$ cat config.mk
export PLATFORM = sky130hd
export DESIGN_NAME = alu_issue_flat
export DESIGN_NICKNAME = d
export VERILOG_FILES = /design/src/rtl/alu_issue_if.sv /design/src/rtl/alu_issue.sv /design/src/flat_wrapper.sv
export SDC_FILE = /design/constraint.sdc
export NUM_CORES = 2
export LEC_CHECK = 0
export CORE_MARGIN = 8
export CORE_UTILIZATION = 50
export CTS_CLUSTER_DIAMETER = 40
export DETAILED_ROUTE_END_ITERATION = 10
export PLACE_DENSITY = 0.71
export REMOVE_ABC_BUFFERS = 1
export SETUP_SLACK_MARGIN = 0.05
export SLEW_MARGIN = 0
export SYNTH_ARGS = -nofsm -noshare
export SYNTH_HDL_FRONTEND = slang
export SYNTH_SLANG_ARGS = --single-unit
$ cat constraint.sdc
create_clock -name clk -period 4.6 [get_ports clk]
set_input_delay 1.38 -clock clk [delete_from_list [all_inputs] [get_ports clk]]
set_output_delay 1.38 -clock clk [all_outputs]
set_load 0.005 [all_outputs]
$ cat src/rtl/alu_issue_if.sv
// rtl/alu_issue_if.sv - instruction, writeback and ALU-issue signal bundle for alu_issue
//
// Groups the three signal sets that connect to alu_issue:
//   instruction in : in_valid, in_ready, ins
//   writeback      : wb_en, wb_rd, wb_data
//   ALU issue out  : out_valid, out_ready, out_a, out_b, out_op, out_rd, illegal
// master drives instructions, writebacks and out_ready; slave is the issue stage.
interface alu_issue_if;
  logic        in_valid;
  logic        in_ready;
  logic [31:0] ins;
  logic        wb_en;
  logic [4:0]  wb_rd;
  logic [31:0] wb_data;
  logic        out_valid;
  logic        out_ready;
  logic [31:0] out_a;
  logic [31:0] out_b;
  logic [2:0]  out_op;
  logic [4:0]  out_rd;
  logic        illegal;

  modport master (
    output in_valid, ins, wb_en, wb_rd, wb_data, out_ready,
    input  in_ready, out_valid, out_a, out_b, out_op, out_rd, illegal
  );

  modport slave (
    input  in_valid, ins, wb_en, wb_rd, wb_data, out_ready,
    output in_ready, out_valid, out_a, out_b, out_op, out_rd, illegal
  );
endinterface

$ cat src/rtl/alu_issue.sv
// rtl/alu_issue.sv - RISC-V ALU issue stage: decode, register file read and single-entry output register
//
// Ports:
//   clk    : clock, all state updates on the rising edge
//   rst_n  : asynchronous active-low reset; clears the register file and output register
//   bus    : alu_issue_if.slave
//            in_valid/in_ready/ins         instruction handshake
//            wb_en/wb_rd/wb_data           register file write port
//            out_valid/out_ready           ALU handshake
//            out_a/out_b/out_op/out_rd     operands, op (0 AND, 1 OR, 2 ADD, 6 SUB), destination
//            illegal                       one-cycle pulse after accepting an undecodable ins
module alu_issue (
  input  logic        clk,
  input  logic        rst_n,
  alu_issue_if.slave  bus
);

  localparam logic [6:0] OPC_R = 7'b0110011;
  localparam logic [6:0] OPC_I = 7'b0010011;

  logic [31:0] regs [32];

  logic        valid_q;
  logic        illegal_q;
  logic [31:0] a_q;
  logic [31:0] b_q;
  logic [2:0]  op_q;
  logic [4:0]  rd_q;

  logic [6:0]  opcode;
  logic [2:0]  funct3;
  logic [6:0]  funct7;
  logic [4:0]  rs1;
  logic [4:0]  rs2;
  logic [31:0] imm;
  logic [31:0] rs1_val;
  logic [31:0] rs2_val;
  logic        legal;
  logic        use_imm;
  logic [2:0]  dec_op;
  logic        accept;

  assign opcode = bus.ins[6:0];
  assign funct3 = bus.ins[14:12];
  assign funct7 = bus.ins[31:25];
  assign rs1    = bus.ins[19:15];
  assign rs2    = bus.ins[24:20];
  assign imm    = {{20{bus.ins[31]}}, bus.ins[31:20]};

  // Same-cycle writeback is forwarded so an instruction never sees a stale value.
  assign rs1_val = (rs1 == 5'd0) ? 32'd0 :
                   (bus.wb_en && bus.wb_rd == rs1) ? bus.wb_data : regs[rs1];
  assign rs2_val = (rs2 == 5'd0) ? 32'd0 :
                   (bus.wb_en && bus.wb_rd == rs2) ? bus.wb_data : regs[rs2];

  always_comb begin
    legal   = 1'b0;
    use_imm = 1'b0;
    dec_op  = 3'd0;
    case (opcode)
      OPC_R: begin
        if (funct7 == 7'b0000000) begin
          case (funct3)
            3'b000:  begin legal = 1'b1; dec_op = 3'd2; end
            3'b111:  begin legal = 1'b1; dec_op = 3'd0; end
            3'b110:  begin legal = 1'b1; dec_op = 3'd1; end
            default: legal = 1'b0;
          endcase
        end else if (funct7 == 7'b0100000 && funct3 == 3'b000) begin
          legal  = 1'b1;
          dec_op = 3'd6;
        end
      end
      OPC_I: begin
        use_imm = 1'b1;
        case (funct3)
          3'b000:  begin legal = 1'b1; dec_op = 3'd2; end
          3'b111:  begin legal = 1'b1; dec_op = 3'd0; end
          3'b110:  begin legal = 1'b1; dec_op = 3'd1; end
          default: legal = 1'b0;
        endcase
      end
      default: legal = 1'b0;
    endcase
  end

  // Single-entry output register: room exists when empty or draining this cycle.
  assign bus.in_ready = !valid_q || bus.out_ready;
  assign accept       = bus.in_valid && bus.in_ready;

  always_ff @(posedge clk or negedge rst_n) begin
    if (!rst_n) begin
      for (int i = 0; i < 32; i++) regs[i] <= 32'd0;
    end else if (bus.wb_en && bus.wb_rd != 5'd0) begin
      regs[bus.wb_rd] <= bus.wb_data;
    end
  end

  always_ff @(posedge clk or negedge rst_n) begin
    if (!rst_n) begin
      valid_q   <= 1'b0;
      illegal_q <= 1'b0;
      a_q       <= 32'd0;
      b_q       <= 32'd0;
      op_q      <= 3'd0;
      rd_q      <= 5'd0;
    end else begin
      illegal_q <= accept && !legal;
      if (accept && legal) begin
        // Operands are snapshotted here so later writebacks cannot disturb a held op.
        valid_q <= 1'b1;
        a_q     <= rs1_val;
        b_q     <= use_imm ? imm : rs2_val;
        op_q    <= dec_op;
        rd_q    <= bus.ins[11:7];
      end else if (bus.out_ready) begin
        valid_q <= 1'b0;
      end
    end
  end

  assign bus.out_valid = valid_q;
  assign bus.illegal   = illegal_q;
  assign bus.out_a     = a_q;
  assign bus.out_b     = b_q;
  assign bus.out_op    = op_q;
  assign bus.out_rd    = rd_q;

endmodule

$ cat src/flat_wrapper.sv
// flat-port wrapper written by rule: the top's interface ports become plain ports
module alu_issue_flat 
  (clk, rst_n, bus_in_valid, bus_ins, bus_wb_en, bus_wb_rd, bus_wb_data, bus_out_ready, bus_in_ready, bus_out_valid, bus_out_a, bus_out_b, bus_out_op, bus_out_rd, bus_illegal);
  alu_issue_if bus_i ();
  input  logic clk;
  input  logic rst_n;
  input wire logic [$bits(bus_i.in_valid)-1:0] bus_in_valid;
  input wire logic [$bits(bus_i.ins)-1:0] bus_ins;
  input wire logic [$bits(bus_i.wb_en)-1:0] bus_wb_en;
  input wire logic [$bits(bus_i.wb_rd)-1:0] bus_wb_rd;
  input wire logic [$bits(bus_i.wb_data)-1:0] bus_wb_data;
  input wire logic [$bits(bus_i.out_ready)-1:0] bus_out_ready;
  output wire logic [$bits(bus_i.in_ready)-1:0] bus_in_ready;
  output wire logic [$bits(bus_i.out_valid)-1:0] bus_out_valid;
  output wire logic [$bits(bus_i.out_a)-1:0] bus_out_a;
  output wire logic [$bits(bus_i.out_b)-1:0] bus_out_b;
  output wire logic [$bits(bus_i.out_op)-1:0] bus_out_op;
  output wire logic [$bits(bus_i.out_rd)-1:0] bus_out_rd;
  output wire logic [$bits(bus_i.illegal)-1:0] bus_illegal;
  assign bus_i.in_valid = bus_in_valid;
  assign bus_i.ins = bus_ins;
  assign bus_i.wb_en = bus_wb_en;
  assign bus_i.wb_rd = bus_wb_rd;
  assign bus_i.wb_data = bus_wb_data;
  assign bus_i.out_ready = bus_out_ready;
  assign bus_in_ready = bus_i.in_ready;
  assign bus_out_valid = bus_i.out_valid;
  assign bus_out_a = bus_i.out_a;
  assign bus_out_b = bus_i.out_b;
  assign bus_out_op = bus_i.out_op;
  assign bus_out_rd = bus_i.out_rd;
  assign bus_illegal = bus_i.illegal;
  alu_issue u_core (.clk(clk), .rst_n(rst_n), .bus(bus_i));
endmodule
==> parameters.txt <==
Parameter                              Value

Worst setup path
  Crit Reg-Reg Startpoint    u_core.bus.out_valid
  Launch point of the critical path    bus_out_ready
  Max Fanout on Critical Path    3
  Worst setup path class    input pin to output pin
  CP Cell Sequence    clkdlybuf4s50_1 > nand2b_1 > clkdlybuf4s50_1
  Family of cells with the greatest summed delay on the critical path    buffers and inverters
  Sort of element at the end of the critical path    output pin
  Required time of the worst setup path    3.22 ns
  Kind of start point of the critical path    input pin
  Flop-to-flop setup slack    approximately 2.4 ns
  CP most frequent cell    sky130_fd_sc_hd__clkdlybuf4s50_1
  Peak per-stage delay on the critical path    0.52 ns
  CP arrival    2.47 ns
  CP Buf/Inv Count    2
  Critical-path cell with the highest stage delay    sky130_fd_sc_hd__clkdlybuf4s50_1

Power and ir drop
  LEAKAGE    28.5 nW
  Overall power    30.6 mW
  Internal power    22.6 mW
  Power density over the cells    458 nW/µm²
  P_sw    approximately 8 mW
  Part of the total power dissipated in sequential elements    0.415
  Combinational power share    0.172
  Switching Fraction    0.261
  Clock group share of total power    0.413
  IR Drop Worst-Case VDD    0.337 mV

Drt
  Residual DRC    0
  Detailed-route vias per instance    6.79
  1st-iter DRT viols    3907
  Count of nets left with antenna violations after detail routing    0
  Total iterations of the first detailed-routing run    5
  Final WL    between 150000 and 200000 µm
  Via count    36.3k
  Wire length per cell    32.5 µm

Worst hold path
  Hold path start    u_core.regs[995]
  Worst min path class    flip-flop to flip-flop

STA
  Minimum period implied by the final worst setup slack    3.85 ns
  F_max    260 MHz
  Slew of the pin with the lowest slew margin    1.28 ns
  Tightest hold margin    0.392 ns
  Unrepaired setup endpoints after global routing    no
  Clock skew after layout    0.0327 ns
  Count of pins over their slew limit    0
  Final cycle utilization of the critical path    0.837
  Endpoints failing hold    0
  Final Setup Violations    0
  Worst slew margin relative to its limit    0.147

Cells and area
  Share of post-route cells with drive strength above 1    0.513
  Non-filler instance count after layout    5349
  Area used by multi-input combinational logic    28300 µm²
  Footprint of the flip-flops and latches    27500 µm²
  Commonest non-fill, non-tap cells in the layout    1098 x sky130_fd_sc_hd__dfrtp_1, 854 x sky130_fd_sc_hd__mux2_2, 598 x sky130_fd_sc_hd__mux4_2
  Share of the core filled with cells    0.585
  Most frequent standard cell in the layout excluding fill and tap cells    sky130_fd_sc_hd__dfrtp_1
  Filler Cells Inserted    8718
  Area overhead of the layout relative to synthesis    16.3%
  Final-stage net count    3778

Clock tree
  # resized after CTS    0
  Insertion delay of the later-clocked pin in the worst-skew pair    around 0.76 ns
  Number of H-tree levels    4
  CTS hold repair buffers    0
  Post-CTS setup buffers    0
  # clock sinks    roughly 1.1k
  TritonCTS clock tree    done
  Longest Clk Path Bufs    3
  Clock-pin slew of the registers on the worst-case setup and hold paths    0.05 ns
  Total CTS buffers    156
  Master cell of the clock root buffer    sky130_fd_sc_hd__clkbuf_16

Yosys
  Synthesized area per cell    around 16 µm²
  Cell variety after synth    49
  Dominant register cell in the synthesized netlist    sky130_fd_sc_hd__dfrtp_1
  Fraction of synthesis flops using an asynchronous set or reset pin    1.00
  Number of enable flip-flop cells after synthesis    0
  Flop and latch count out of synthesis    1098
  Post-synthesis cell area    57400 µm²
  Yosys warning total    0
  Seq/Total Area, Yosys    0.478
  Number of cells produced by synthesis    3641

Flow run
  Number of maximum-capacitance constraint violations    0

Global routing
  Global-route wire length before repair    roughly 260000 µm
  Overall global routing resource usage    0.276
  GRT overflow    0
  Vias in the first global route    38.0k
  Antenna violations before repair    6
  Largest net degree at the start of global routing    111

Placement
  Post-DP HPWL    approximately 100000 µm
  Placed cell count    between 5k and 6k
  Routability Congestion    0.798
  Number of buffers inserted by port buffering    148

Floorplanning
  IO Pins    149
  Overall die width    355 µm
  Std-Cell Rows    between 100 and 150
  Total die area    126000 µm²
  Chip height    355 µm
  Area of the core    114000 µm²
  Effective utilization at floorplan    0.503

Outcome
  Outcome    completed
[state kept, by name, indices dropped and copies added (netlist names)]
register,count
u_core.bus.illegal,1
u_core.bus.out_a,32
u_core.bus.out_b,32
u_core.bus.out_op,3
u_core.bus.out_rd,5
u_core.bus.out_valid,1
u_core.regs,1024
[logic make-up (layout without fill, tap and decap cells)]
| logic type | count (synthesis) | count (layout) | share of synthesized area |
|---|---|---|---|
| flops | 1098 | 1098 | 0.478 |
| mux | 1643 | 1643 | 0.438 |
| compound gates | 151 | 151 | 0.0182 |
| xor+xnor | 10 | 10 | 0.00153 |
| buf+inv | 428 | 620 | 0.0329 |
| other cells | 0 | 4 | 0 |
| simple gates | 311 | 311 | 0.0305 |
[power groups by stage]
| stage | clock (mW) | sequential [mW] | combinational (mW) |
|---|---|---|---|
| final | 12.6 | 12.7 | 5.25 |
| after global routing | 13.2 | 12.9 | 5.59 |
| after CTS | 12.8 | 12.6 | 5.28 |
| after detailed placement | 0 | 12.8 | 5.24 |
| after global placement | 0 | 12.6 | 5.12 |
| after floorplan | 0 | 12.3 | 3.68 |
[final timing paths]
check                                             to  cells past startpoint
worst max-delay path                    bus_in_ready                      3
worst max register to register  u_core.bus.out_b[30]                      9
min in group asynchronous            u_core.regs[13]                      1
worst min register to register      u_core.regs[995]                      0
worst min-delay path                u_core.regs[995]                      0
max in group asynchronous           u_core.regs[961]                      3
[final cells by class]
class	instances	share of cell area
diodes	4	0.000150
clock buffers	196	0.0651
clock inverters	91	0.0177
inverters	1	0.0000562
multi-input cells	2115	0.424
flip-flops and latches	1098	0.412
well taps	1512	0.0283
repair buffers	332	0.0535
[stage by stage]
stage | worst slack (ns) | setup TNS [ns] | area, µm²
6_report | 0.749 | 0 | 66800
5_1_grt | 0.713 | 0 | 66800
4_1_cts | 0.738 | 0 | 66800
3_5_place_dp | 0.328 | 0 | 61200
3_3_place_gp | 0.367 | 0 | 61200
2_1_floorplan | -0.770 | -46.70 | 55500
[cells in the mapped netlist (15+ instances only)]
| cell type | n | share of area |
|---|---|---|
| sky130_fd_sc_hd__mux2_1 | 140 | 0.027 |
| sky130_fd_sc_hd__buf_6 | 15 | 0.0029 |
| sky130_fd_sc_hd__mux4_2 | 598 | 0.23 |
| sky130_fd_sc_hd__mux2i_1 | 51 | 0.0089 |
| sky130_fd_sc_hd__nor2_1 | 66 | 0.0043 |
| sky130_fd_sc_hd__nand2_1 | 37 | 0.0024 |
| sky130_fd_sc_hd__nand3_1 | 53 | 0.0046 |
| sky130_fd_sc_hd__and3_1 | 22 | 0.0024 |
| sky130_fd_sc_hd__o22ai_1 | 21 | 0.0023 |
| sky130_fd_sc_hd__a22oi_1 | 49 | 0.0064 |
| sky130_fd_sc_hd__buf_1 | 62 | 0.0041 |
| sky130_fd_sc_hd__nor4_1 | 25 | 0.0027 |
| sky130_fd_sc_hd__nand4b_1 | 32 | 0.0049 |
| sky130_fd_sc_hd__buf_2 | 96 | 0.0084 |
| sky130_fd_sc_hd__o21ai_1 | 24 | 0.0021 |
| sky130_fd_sc_hd__dfrtp_1 | 1098 | 0.48 |
| sky130_fd_sc_hd__clkbuf_1 | 241 | 0.016 |
| sky130_fd_sc_hd__mux2_2 | 854 | 0.17 |
| sky130_fd_sc_hd__nand4_1 | 35 | 0.0038 |
[per-layer routing]
metal / GRT usage / vias up / part of all wire / routed length, µm
met4: 0.100 / 2 / 0.038 / 6680
met1: 0.384 / 19875 / 0.41 / 70900
li1: - / 14428 / - / -
met3: 0.0678 / 374 / 0.088 / 15400
met5: 0 / - / 0.000075 / 13
met2: 0.426 / 1667 / 0.47 / 81000
Power figures use the tool's default switching activity.
